File: config.mk
export PLATFORM = sky130hd
export DESIGN_NAME = cpu_controller
export DESIGN_NICKNAME = d
export VERILOG_FILES = /design/src/rtl/cpu_pkg.sv /design/src/rtl/phase_counter.sv /design/src/rtl/cpu_controller.sv
export SDC_FILE = /design/constraint.sdc
export NUM_CORES = 1
export LEC_CHECK = 0
export ABC_AREA = 1
export BUFFER_PORTS_ARGS = -buffer_cell sky130_fd_sc_hd__buf_4
export CORE_AREA = 2 2 39 41
export CTS_BUF_LIST = sky130_fd_sc_hd__clkbuf_8
export DETAILED_ROUTE_END_ITERATION = 6
export DIE_AREA = 0 0 41 43
export SLEW_MARGIN = 20
export SYNTH_ARGS = -nofsm -noshare
export SYNTH_HDL_FRONTEND = slang
export SYNTH_SLANG_ARGS = --single-unit
File: constraint.sdc
create_clock -name clk -period 3.5 [get_ports clk]
set_input_delay 0.175 -clock clk [delete_from_list [all_inputs] [get_ports clk]]
set_output_delay 0.175 -clock clk [all_outputs]
set_load 0.05 [all_outputs]
File: src/rtl/cpu_pkg.sv
// Shared encodings for the 8-bit RISC CPU: opcodes, sequencer phases, phase width.
// Pure constants plus one opcode-class helper; no logic state.
package cpu_pkg;
  localparam int PH_W = 3;

  localparam logic [2:0] OP_HLT = 3'd0;
  localparam logic [2:0] OP_SKZ = 3'd1;
  localparam logic [2:0] OP_ADD = 3'd2;
  localparam logic [2:0] OP_AND = 3'd3;
  localparam logic [2:0] OP_XOR = 3'd4;
  localparam logic [2:0] OP_LDA = 3'd5;
  localparam logic [2:0] OP_STO = 3'd6;
  localparam logic [2:0] OP_JMP = 3'd7;

  localparam logic [PH_W-1:0] PH_INST_ADDR  = 3'd0;
  localparam logic [PH_W-1:0] PH_INST_FETCH = 3'd1;
  localparam logic [PH_W-1:0] PH_INST_LOAD  = 3'd2;
  localparam logic [PH_W-1:0] PH_IDLE       = 3'd3;
  localparam logic [PH_W-1:0] PH_OP_ADDR    = 3'd4;
  localparam logic [PH_W-1:0] PH_OP_FETCH   = 3'd5;
  localparam logic [PH_W-1:0] PH_ALU_OP     = 3'd6;
  localparam logic [PH_W-1:0] PH_STORE      = 3'd7;

  // Instructions that read memory and load the accumulator.
  function automatic logic is_aluop(input logic [2:0] op);
    return (op == OP_ADD) || (op == OP_AND) || (op == OP_XOR) || (op == OP_LDA);
  endfunction
endpackage

File: src/rtl/phase_counter.sv
// Wrapping phase counter; advances every cycle unless hold is high.
// One-cycle update, async clear to phase 0.
module phase_counter
  import cpu_pkg::*;
(
  input  logic            clk,
  input  logic            rst_n,
  input  logic            hold,
  output logic [PH_W-1:0] phase
);

  logic [PH_W-1:0] phase_q;
  logic [PH_W-1:0] phase_d;

  always_comb begin
    phase_d = hold ? phase_q : phase_q + 3'd1;
  end

  always_ff @(posedge clk or negedge rst_n) begin
    if (!rst_n) begin
      phase_q <= PH_INST_ADDR;
    end else begin
      phase_q <= phase_d;
    end
  end

  assign phase = phase_q;

endmodule

File: src/rtl/cpu_controller.sv
// Eight-phase instruction sequencer: decodes phase/opcode/zero into datapath strobes.
// Strobes are combinational in the current phase; HLT freezes the sequence at phase 5 until reset.
module cpu_controller
  import cpu_pkg::*;
(
  input  logic       clk,
  input  logic       rst_n,
  input  logic [2:0] opcode,
  input  logic       zero,
  output logic       sel,
  output logic       rd,
  output logic       ld_ir,
  output logic       ld_ac,
  output logic       wr,
  output logic       data_e,
  output logic       inc_pc,
  output logic       ld_pc,
  output logic       halt,
  output logic [2:0] phase
);

  logic halted_q;
  logic halted_d;
  logic aluop;

  // The counter steps 4->5 on the same edge that sets halted, so it parks at 5.
  phase_counter u_phase_counter (
    .clk   (clk),
    .rst_n (rst_n),
    .hold  (halted_q),
    .phase (phase)
  );

  always_comb begin
    halted_d = halted_q | ((phase == PH_OP_ADDR) && (opcode == OP_HLT));
  end

  always_ff @(posedge clk or negedge rst_n) begin
    if (!rst_n) begin
      halted_q <= 1'b0;
    end else begin
      halted_q <= halted_d;
    end
  end

  assign aluop = is_aluop(opcode);

  always_comb begin
    sel    = 1'b0;
    rd     = 1'b0;
    ld_ir  = 1'b0;
    ld_ac  = 1'b0;
    wr     = 1'b0;
    data_e = 1'b0;
    inc_pc = 1'b0;
    ld_pc  = 1'b0;
    halt   = 1'b0;
    if (halted_q) begin
      halt = 1'b1;
    end else begin
      case (phase)
        PH_INST_ADDR: begin
          sel = 1'b1;
        end
        PH_INST_FETCH: begin
          sel = 1'b1;
          rd  = 1'b1;
        end
        PH_INST_LOAD, PH_IDLE: begin
          sel   = 1'b1;
          rd    = 1'b1;
          ld_ir = 1'b1;
        end
        PH_OP_ADDR: begin
          inc_pc = 1'b1;
          halt   = (opcode == OP_HLT);
        end
        PH_OP_FETCH: begin
          rd = aluop;
        end
        PH_ALU_OP: begin
          rd     = aluop;
          ld_ac  = aluop;
          inc_pc = (opcode == OP_SKZ) && zero;
          ld_pc  = (opcode == OP_JMP);
          data_e = (opcode == OP_STO);
        end
        default: begin
          // PH_STORE; for JMP both PC strobes fire and ld_pc wins at the PC.
          rd     = aluop;
          ld_ac  = aluop;
          ld_pc  = (opcode == OP_JMP);
          inc_pc = (opcode == OP_JMP);
          wr     = (opcode == OP_STO);
          data_e = (opcode == OP_STO);
        end
      endcase
    end
  end

endmodule

== Yosys cells after proc, flatten, opt, wreduce, memory -nomap -nowiden ==
Cells that the tools add are included.

* Register bits after elaboration: 4
* Input bits: 6
* Output and inout port bits: 12
* Logic and storage cells: 49

* $add $sub $neg: 1
* Equal/unequal tests: 13
* Mux-type cells: 18
* Bitwise operators: 1
* Reductions and logical operators: 14

{| class="wikitable"
|+ Operators by type and width
! kind !! number
|-
| $eq A3 B3 Y1 const B || 7
|-
| $mux W1 || 16
|-
| $eq A3 B2 Y1 const B || 4
|-
| $reduce_or A7 Y1 || 1
|-
| $eq A3 B1 Y1 const B || 2
|-
| $logic_not A3 Y1 || 2
|-
| $reduce_or A6 Y1 || 1
|-
| $reduce_or A5 Y1 || 1
|-
| $reduce_or A2 Y1 || 2
|-
| $reduce_or A4 Y1 || 1
|-
| $add A3 B1 Y3 const B || 1
|-
| $logic_or A1 B1 Y1 || 3
|-
| $pmux W1 S3 || 1
|-
| $reduce_or A3 Y1 || 1
|-
| $logic_and A1 B1 Y1 || 2
|-
| $pmux W1 S2 || 1
|-
| $or A1 B1 Y1 || 1
|}

== Logic depth before layout (Yosys ltp) ==
Gate-level depths: netlist of run 1.

* Word-level depth: 6
* Depth in mapped cells: 8
* Depth with buffers taken out: 8

== Cells and area by module ==
Synthesis of run 1 repeated with hierarchy kept, for this count alone.

* Cells, all modules: 54
* Area, all modules: 329.1 µm²

{| class="wikitable"
|+ Modules (own cells, without submodules)
! module !! instances !! cells each !! area each (µm²) !! sequential area each (µm²)
|-
| cpu_controller || 1 || 39 || 191.4 || 25.0
|-
| phase_counter || 1 || 15 || 137.6 || 75.1
|}

== Worst setup path before layout of run 1 ==
Ideal clock, no wire load.

* Path kind: register to register
* Start: register u_phase_counter.phase_q[1] (netlist: u_phase_counter.phase[1])
* End: register halted_q
* Library setup time: 0.255 ns
* Arrival: 2.467 ns
* Required time: 3.245 ns
* Slack: 0.777 ns
* Cell stages (with the launch flop): 6
* Path buffers: 1
* Period minus slack after synthesis: 2.723 ns
* Cells stage by stage: dfrtp_1 > clkbuf_2 > inv_1 > ha_1 > nand2_1 > o31ai_1

* Longest elaborated chain between the ends: 3

{| class="wikitable"
|+ RTL lines
! element !! RTL line !! source
|-
| start, declared || phase_counter.sv:12 || <nowiki>logic [PH_W-1:0] phase_q;</nowiki>
|-
| start signal, assigned || phase_counter.sv:23 || <nowiki>phase_q <= phase_d;</nowiki>
|-
| $eq A3 B3 Y1 || cpu_controller.sv:35 || <nowiki>halted_d = halted_q | ((phase == PH_OP_ADDR) && (opcode == OP_HLT));</nowiki>
|-
| $logic_and A1 B1 Y1 || cpu_controller.sv:35 ||
|-
| $or A1 B1 Y1 || cpu_controller.sv:35 ||
|-
| end signal, assigned || cpu_controller.sv:42 || <nowiki>halted_q <= halted_d;</nowiki>
|-
| end, declared || cpu_controller.sv:22 || <nowiki>logic halted_q;</nowiki>
|}

Every way passes these cells.
A chain may end at the register's enable or synchronous reset.

== Worst setup path in the final report of run 1 ==
* Start: register u_phase_counter.phase_q[1] (netlist: u_phase_counter.phase[1])
* End: output port halt

* Longest elaborated chain between the ends: 3

{| class="wikitable"
|+ RTL lines
! element !! RTL line !! source
|-
| $eq A3 B3 Y1 || cpu_controller.sv:61 || <nowiki>case (phase)</nowiki>
|-
| $mux W1 || cpu_controller.sv:61 ||
|-
| $mux W1 || cpu_controller.sv:58 || <nowiki>if (halted_q) begin</nowiki>
|-
| end, declared || cpu_controller.sv:18 || <nowiki>output logic halt,</nowiki>
|}

Every way passes these cells.

==> results.tsv, run 1 <==
metric	value	unit
max-slew violation count	0	
slowest CP cell	dfrtp_1	
final worst-path cycle share	54.5	%
core area	1380	µm²
Final GP Congestion	0.838	
Req. time, crit path	3320	ps
io pins	18	
H-tree depth	1	
Finished Cell Area	598	µm²
Int Power	0.000125	W
WP buf/inv	2	
Layout Cells excl Fill	97	
flops & latches, synth	4	
internal reg-to-reg setup slack	2130	ps
Mapped Cells	62	
global route overflow	0	
Worst-Margin Slew	373	ps
Critical Path Source	u_phase_counter.phase[1]	
filler cell count	145	
drt via density	4.53	
Core Rows	14	
Syn Area/Cell	6.60	µm²
element type at the critical path start	flip-flop	
layout cells sized above 1	32.1	%
buffers added on ports	17	
HPWL after detailed placement	815	µm
antenna fix cells	0	
Reg-to-Reg End	halted_q	
Arr. time, crit path	1730	ps
Final WS setup	1590	ps
Final Hold Fails	0	
Post-Place Cells	93	
area of placed instances	547	µm²
vias in the first global route	411	
R2R depth	4	
Nets	94	
min-delay worst type	input port to flip-flop	
initial drt markers	8	
initial antenna violation count	0	
MaxCap Viol Count	0	
first-pass GRT wire length	1.66	mm
synthesized net count	73	
Area Growth Syn to Fin	46.2	%
Die ar.	1760	µm²
Critical Path Fanout Max	11	
multi-input logic area	262	µm²
NetSw	0.0000303	W
Die W	41	µm
switching share of power	19.5	%
Crit path largest cell delay	500	ps
Sequential Power Share	29.9	%
leak pwr	0.314	nW
Routed WL	1.02	mm
crit path to	halt	
Routed Antenna Nets	0	
first-pass detailed-route iteration total	4	
Max IR drop VDD	0.321	mV
setup TNS	0	ps
drt drc	0	
Setup CP Type	flip-flop to primary output	
Place WS	1820	ps
worst-path cell chain	inv_1 > ha_1 > nand2_1 > o31ai_1 > buf_4	
TritonCTS buffer count	3	
RSZ-0062 raised after global routing	false	
synth unique cells	21	
worst r2r src	u_phase_counter.phase[1]	
Synth Cell Area	409	µm²
TritonCTS clock tree	yes	
worst skew pair latency	220	ps
clock tree buffer depth	2	
Clock Skew	4.72	ps
detailed-route via count	439	
clock root buffer	clkbuf_8	
FMAX	0.524	GHz
final setup violation count	0	
Die Ht	43	µm
clock sink count	4	
Rel. slew slack	75.1	%
FF+latch area	100	µm²
status	finished clean	
Seq/Total Area, Yosys	24.5	%
Clk pwr share	63.1	%
Levels on crit path	5	
YS warnings	0	
Tmin final	1910	ps
post-CTS setup buffer count	0	
Core Util, Final	43.2	%
crit end category	primary output	
Initial Utilization	29.6	%
PD cells	260	nW/µm²
GR Util All Layers	14.2	%
Worst-path clk slew	30	ps
drt wl/cell	10.5	µm
largest net degree at the start of global routing	12	
top cell family by delay on the critical path	flip-flops	
Comb power frac	6.9	%
-- logic make-up (layout without fill, tap and decap cells) --
family / count (synthesis) / after routing / synth area share [%]
simple gates: 33 / 33 / 36.4
compound gates: 7 / 7 / 10.1
xor+xnor: 1 / 1 / 2.14
buf+inv: 12 / 31 / 11.6
fa+ha+maj: 5 / 5 / 15.3
flops: 4 / 4 / 24.5
-- power groups by stage --
stage	Clock (W)	Combinational [W]	Sequential (W)
2_1_floorplan	0	0.00000295	0.0000471
3_3_place_gp	0	0.00000988	0.0000471
3_5_place_dp	0	0.00000987	0.0000471
4_1_cts	0.000101	0.0000108	0.0000466
5_1_grt	0.000105	0.0000122	0.0000465
6_report	0.0000983	0.0000108	0.0000466
-- stage by stage --
step	total power (W)	hold WS [ps]
after floorplan	0.0000501	-121
after global placement	0.0000570	-24.5
after detailed placement	0.0000570	-25.3
after CTS	0.000158	196
after global routing	0.000164	207
final	0.000156	200
-- synthesized netlist by cell type (all sizes together) --
cell	n	area share [%]
a21oi	1	1.2
a31oi	1	1.5
buf	1	1.2
clkbuf	1	1.2
dfrtp	4	24
ha	5	15
inv	10	9.2
nand2	13	14
nand3	4	4.9
nand4	1	1.5
nor2	13	13
nor3	2	2.4
o211ai	1	1.8
o21ai	3	3.7
o31ai	1	1.8
xnor2	1	2.1
-- layout by cell type, fill, tap and decap left out --
cell | synthesis | final
inv_1 | 8 | 8
o31ai_1 | 1 | 1
dlygate4sd3_1 | 0 | 1
nor2_1 | 11 | 11
dfrtp_1 | 4 | 4
clkbuf_8 | 0 | 3
buf_4 | 0 | 17
nand2_2 | 1 | 1
ha_1 | 5 | 5
nor3_1 | 2 | 2
nand2_4 | 1 | 1
o211ai_1 | 1 | 1
nand3_1 | 4 | 4
nand2_1 | 11 | 11
nor2_2 | 2 | 2
a31oi_1 | 1 | 1
xnor2_1 | 1 | 1
a21oi_1 | 1 | 1
o21ai_0 | 2 | 2
o21ai_1 | 1 | 1
nand4_1 | 1 | 1
inv_2 | 2 | 2
-- sequential cells by signal (all words and copies together) (netlist names) --
signal / flops
halted_q: 1
u_phase_counter.phase: 3
-- timing repair --
action | CTS | global route
hold endpoints to repair | 4 | 0
hold buffers | 1 | 0
resized for setup | 0 | 0
-- area by class of cell --
cell class	count	area share (%)
multi-input cells	46	43.7
repair buffers	18	23.0
flip-flops and latches	4	16.7
clock buffers	3	6.90
inverters	10	6.28
well taps	16	3.35
-- metal layers --
| layer | global-route usage [%] | part of all wire (%) | vias up |
|---|---|---|---|
| met5 | 0 | 0 | - |
| met4 | 6.00 | 0.98 | 0 |
| met3 | 4.71 | 3.9 | 2 |
| met2 | 22.5 | 54 | 8 |
| met1 | 16.5 | 41 | 192 |
| li1 | - | - | 237 |
-- worst min path at each step --
stage                   start                  endpoint  slack (ps)  depth (start not counted)
finish              opcode[0]                  halted_q         200                          2
floorplan               rst_n                  halted_q        -120                          0
global route        opcode[0]                  halted_q         210                          2
detailed placement      rst_n                  halted_q         -30                          1
global placement        rst_n  u_phase_counter.phase[0]         -20                          1
CTS                 opcode[0]                  halted_q         200                          2
No activity file was read; power rests on OpenSTA's default activity.
==> inputs of run 2 (changes only) <==
==> constraint.sdc (replaced) <==
create_clock -name clk -period 1.5 [get_ports clk]
set_input_delay 0.075 -clock clk [delete_from_list [all_inputs] [get_ports clk]]
set_output_delay 0.075 -clock clk [all_outputs]
set_load 0.05 [all_outputs]
==> results.tsv, run 2 (synthesized netlist as in run 1, its figures left out) <==
metric	value	unit	change
crit path to	inc_pc		
Initial Utilization	29.6	%	unchanged
clock root buffer	clkbuf_8		
worst r2r src	u_phase_counter.phase[0]		
Tmin final	1570	ps	
element type at the critical path start	flip-flop		
Setup CP Type	flip-flop to primary output		
drt via density	4.61		+1.9%
Nets	102		+8.5%
HPWL after detailed placement	855	µm	+4.9%
Rel. slew slack	82.4	%	+7.2 points
GR Util All Layers	14.1	%	-0.044 points
commonest non-fill, non-tap cell in the layout	buf_4		
worst skew pair latency	220	ps	about the same
min-delay worst type	input port to flip-flop		
DR top layer	met3		
Die ar.	1760	µm²	unchanged
buffers added on ports	17		unchanged
core area	1380	µm²	unchanged
crit end category	primary output		
TritonCTS clock tree	yes		
worst hold slack	104	ps	-95.9 ps
Routed WL	1.12	mm	+10%
Critical Path Source	u_phase_counter.phase[0]		
final worst-path cycle share	104	%	
commonest non-fill, non-tap cells in the layout	buf_4, nand2_1, nor2_1, inv_1, nor2_2		
Area Growth Syn to Fin	100	%	
Max IR drop VDD	0.450	mV	+40%
internal reg-to-reg setup slack	410	ps	-1720 ps
Core Rows	14		unchanged
max FFs per register	3		unchanged
global route overflow	0		unchanged
status	finished with violations		
Die Ht	43	µm	unchanged
Worst-Margin Slew	263	ps	-109 ps
detailed-route via count	489		+11%
clock tree buffer depth	2		unchanged
Routed Antenna Nets	0		unchanged
Final Hold Fails	0		unchanged
Clock Skew	4.15	ps	-0.564 ps
routed wl met3	18	µm	-55%
H-tree depth	1		unchanged
Worst-path clk slew	40	ps	about the same
first-pass GRT wire length	1.68	mm	+1.2%
final setup violation count	2		+2
met2 wire len	589	µm	+7.1%
Post-Route M1 WL	515	µm	+23%
clock sink count	4		unchanged
first-pass detailed-route iteration total	3		-1
Reg-to-Reg End	u_phase_counter.phase[2]		
io pins	18		unchanged
failing checks	negative setup slack		
Die W	41	µm	unchanged
drt wl/cell	10.6	µm	+0.65%
R2R depth	3		-1
TritonCTS buffer count	3		unchanged
Req. time, crit path	1420	ps	-1900 ps
initial drt markers	7		-1
largest net degree at the start of global routing	8		-4
layout cells sized above 1	64.4	%	+32 points
Final WS setup	-66.2	ps	-1660 ps
leak pwr	0.367	nW	+17%
Tot Pwr	0.000376	W	+140%
initial antenna violation count	0		unchanged
FMAX	0.638	GHz	
cell depth of the worst hold path	2		unchanged
PD cells	459	nW/µm²	+76%
Final GP Congestion	0.806		-3.9%
antenna fix cells	0		unchanged
MaxCap Viol Count	0		unchanged
RSZ-0062 raised after global routing	true		
Arr. time, crit path	1490	ps	-240 ps
vias in the first global route	418		+1.7%
max-slew violation count	0		unchanged
drt drc	0		unchanged
Critical Path Fanout Max	4		-7
==> run 2: metal layers <==
metal | vias to the layer above | global-route usage (%)
li1 | 252 | -
met5 | - | 0
met4 | 0 | 8.00
met1 | 230 | 19.6
met3 | 0 | 1.57
met2 | 7 | 20.3
==> run 2: where the power goes <==
group | total, W | switching [W] | internal (W)
combinational | 0.0000285 | 0.0000159 | 0.0000126
clock | 0.000239 | 0.0000634 | 0.000175
sequential | 0.000109 | 0 | 0.000109
==> run 2: critical path, stage by stage, from the launching register on <==
cell	delay, ps
dfrtp_2	450
inv_4	90
ha_2	160
nand2_1	60
inv_1	80
nand3_1	80
nand2_1	80
nor2_2	50
nor2_4	80
buf_8	150
==> run 2: worst min path at each step <==
stage	startpoint	end
2_1_floorplan	rst_n	halted_q
3_3_place_gp	rst_n	halted_q
3_5_place_dp	rst_n	halted_q
4_1_cts	opcode[0]	halted_q
5_1_grt	opcode[0]	halted_q
6_report	opcode[0]	halted_q
==> run 2: final cells by class <==
| cell class | count | area (µm²) |
|---|---|---|
| Clock buffer | 3 | 41.3 |
| Fill cell | 133 | 566 |
| Clock inverter | 1 | 3.75 |
| Timing Repair Buffer | 26 | 224 |
| Sequential cell | 4 | 104 |
| Inverter | 10 | 42.5 |
| Multi-Input combinational cell | 46 | 383 |
| Tap cell | 16 | 20.0 |
==> run 2: stage by stage <==
stage               utilization, %  TNS, ps  instances  cell area [µm²]  worst slack [ps]
floorplan                        -     -653         62              503              -163
global placement              48.4        0         98              669              73.0
detailed placement            48.4        0         98              669              76.6
CTS                           56.9     -129        104              787             -65.2
global route                  59.1     -244        106              818              -120
finish                        59.1     -123        106              818             -66.2
==> run 2: what timing repair did <==
action | 4_1_cts | 5_1_grt
endpoints found under the setup margin | 4 | 6
setup buffers | 1 | 2
gates resized for setup | 14 | 6
pin swaps | 3 | 5
endpoints found under the hold margin | 4 | 0
hold buffers | 1 | 0
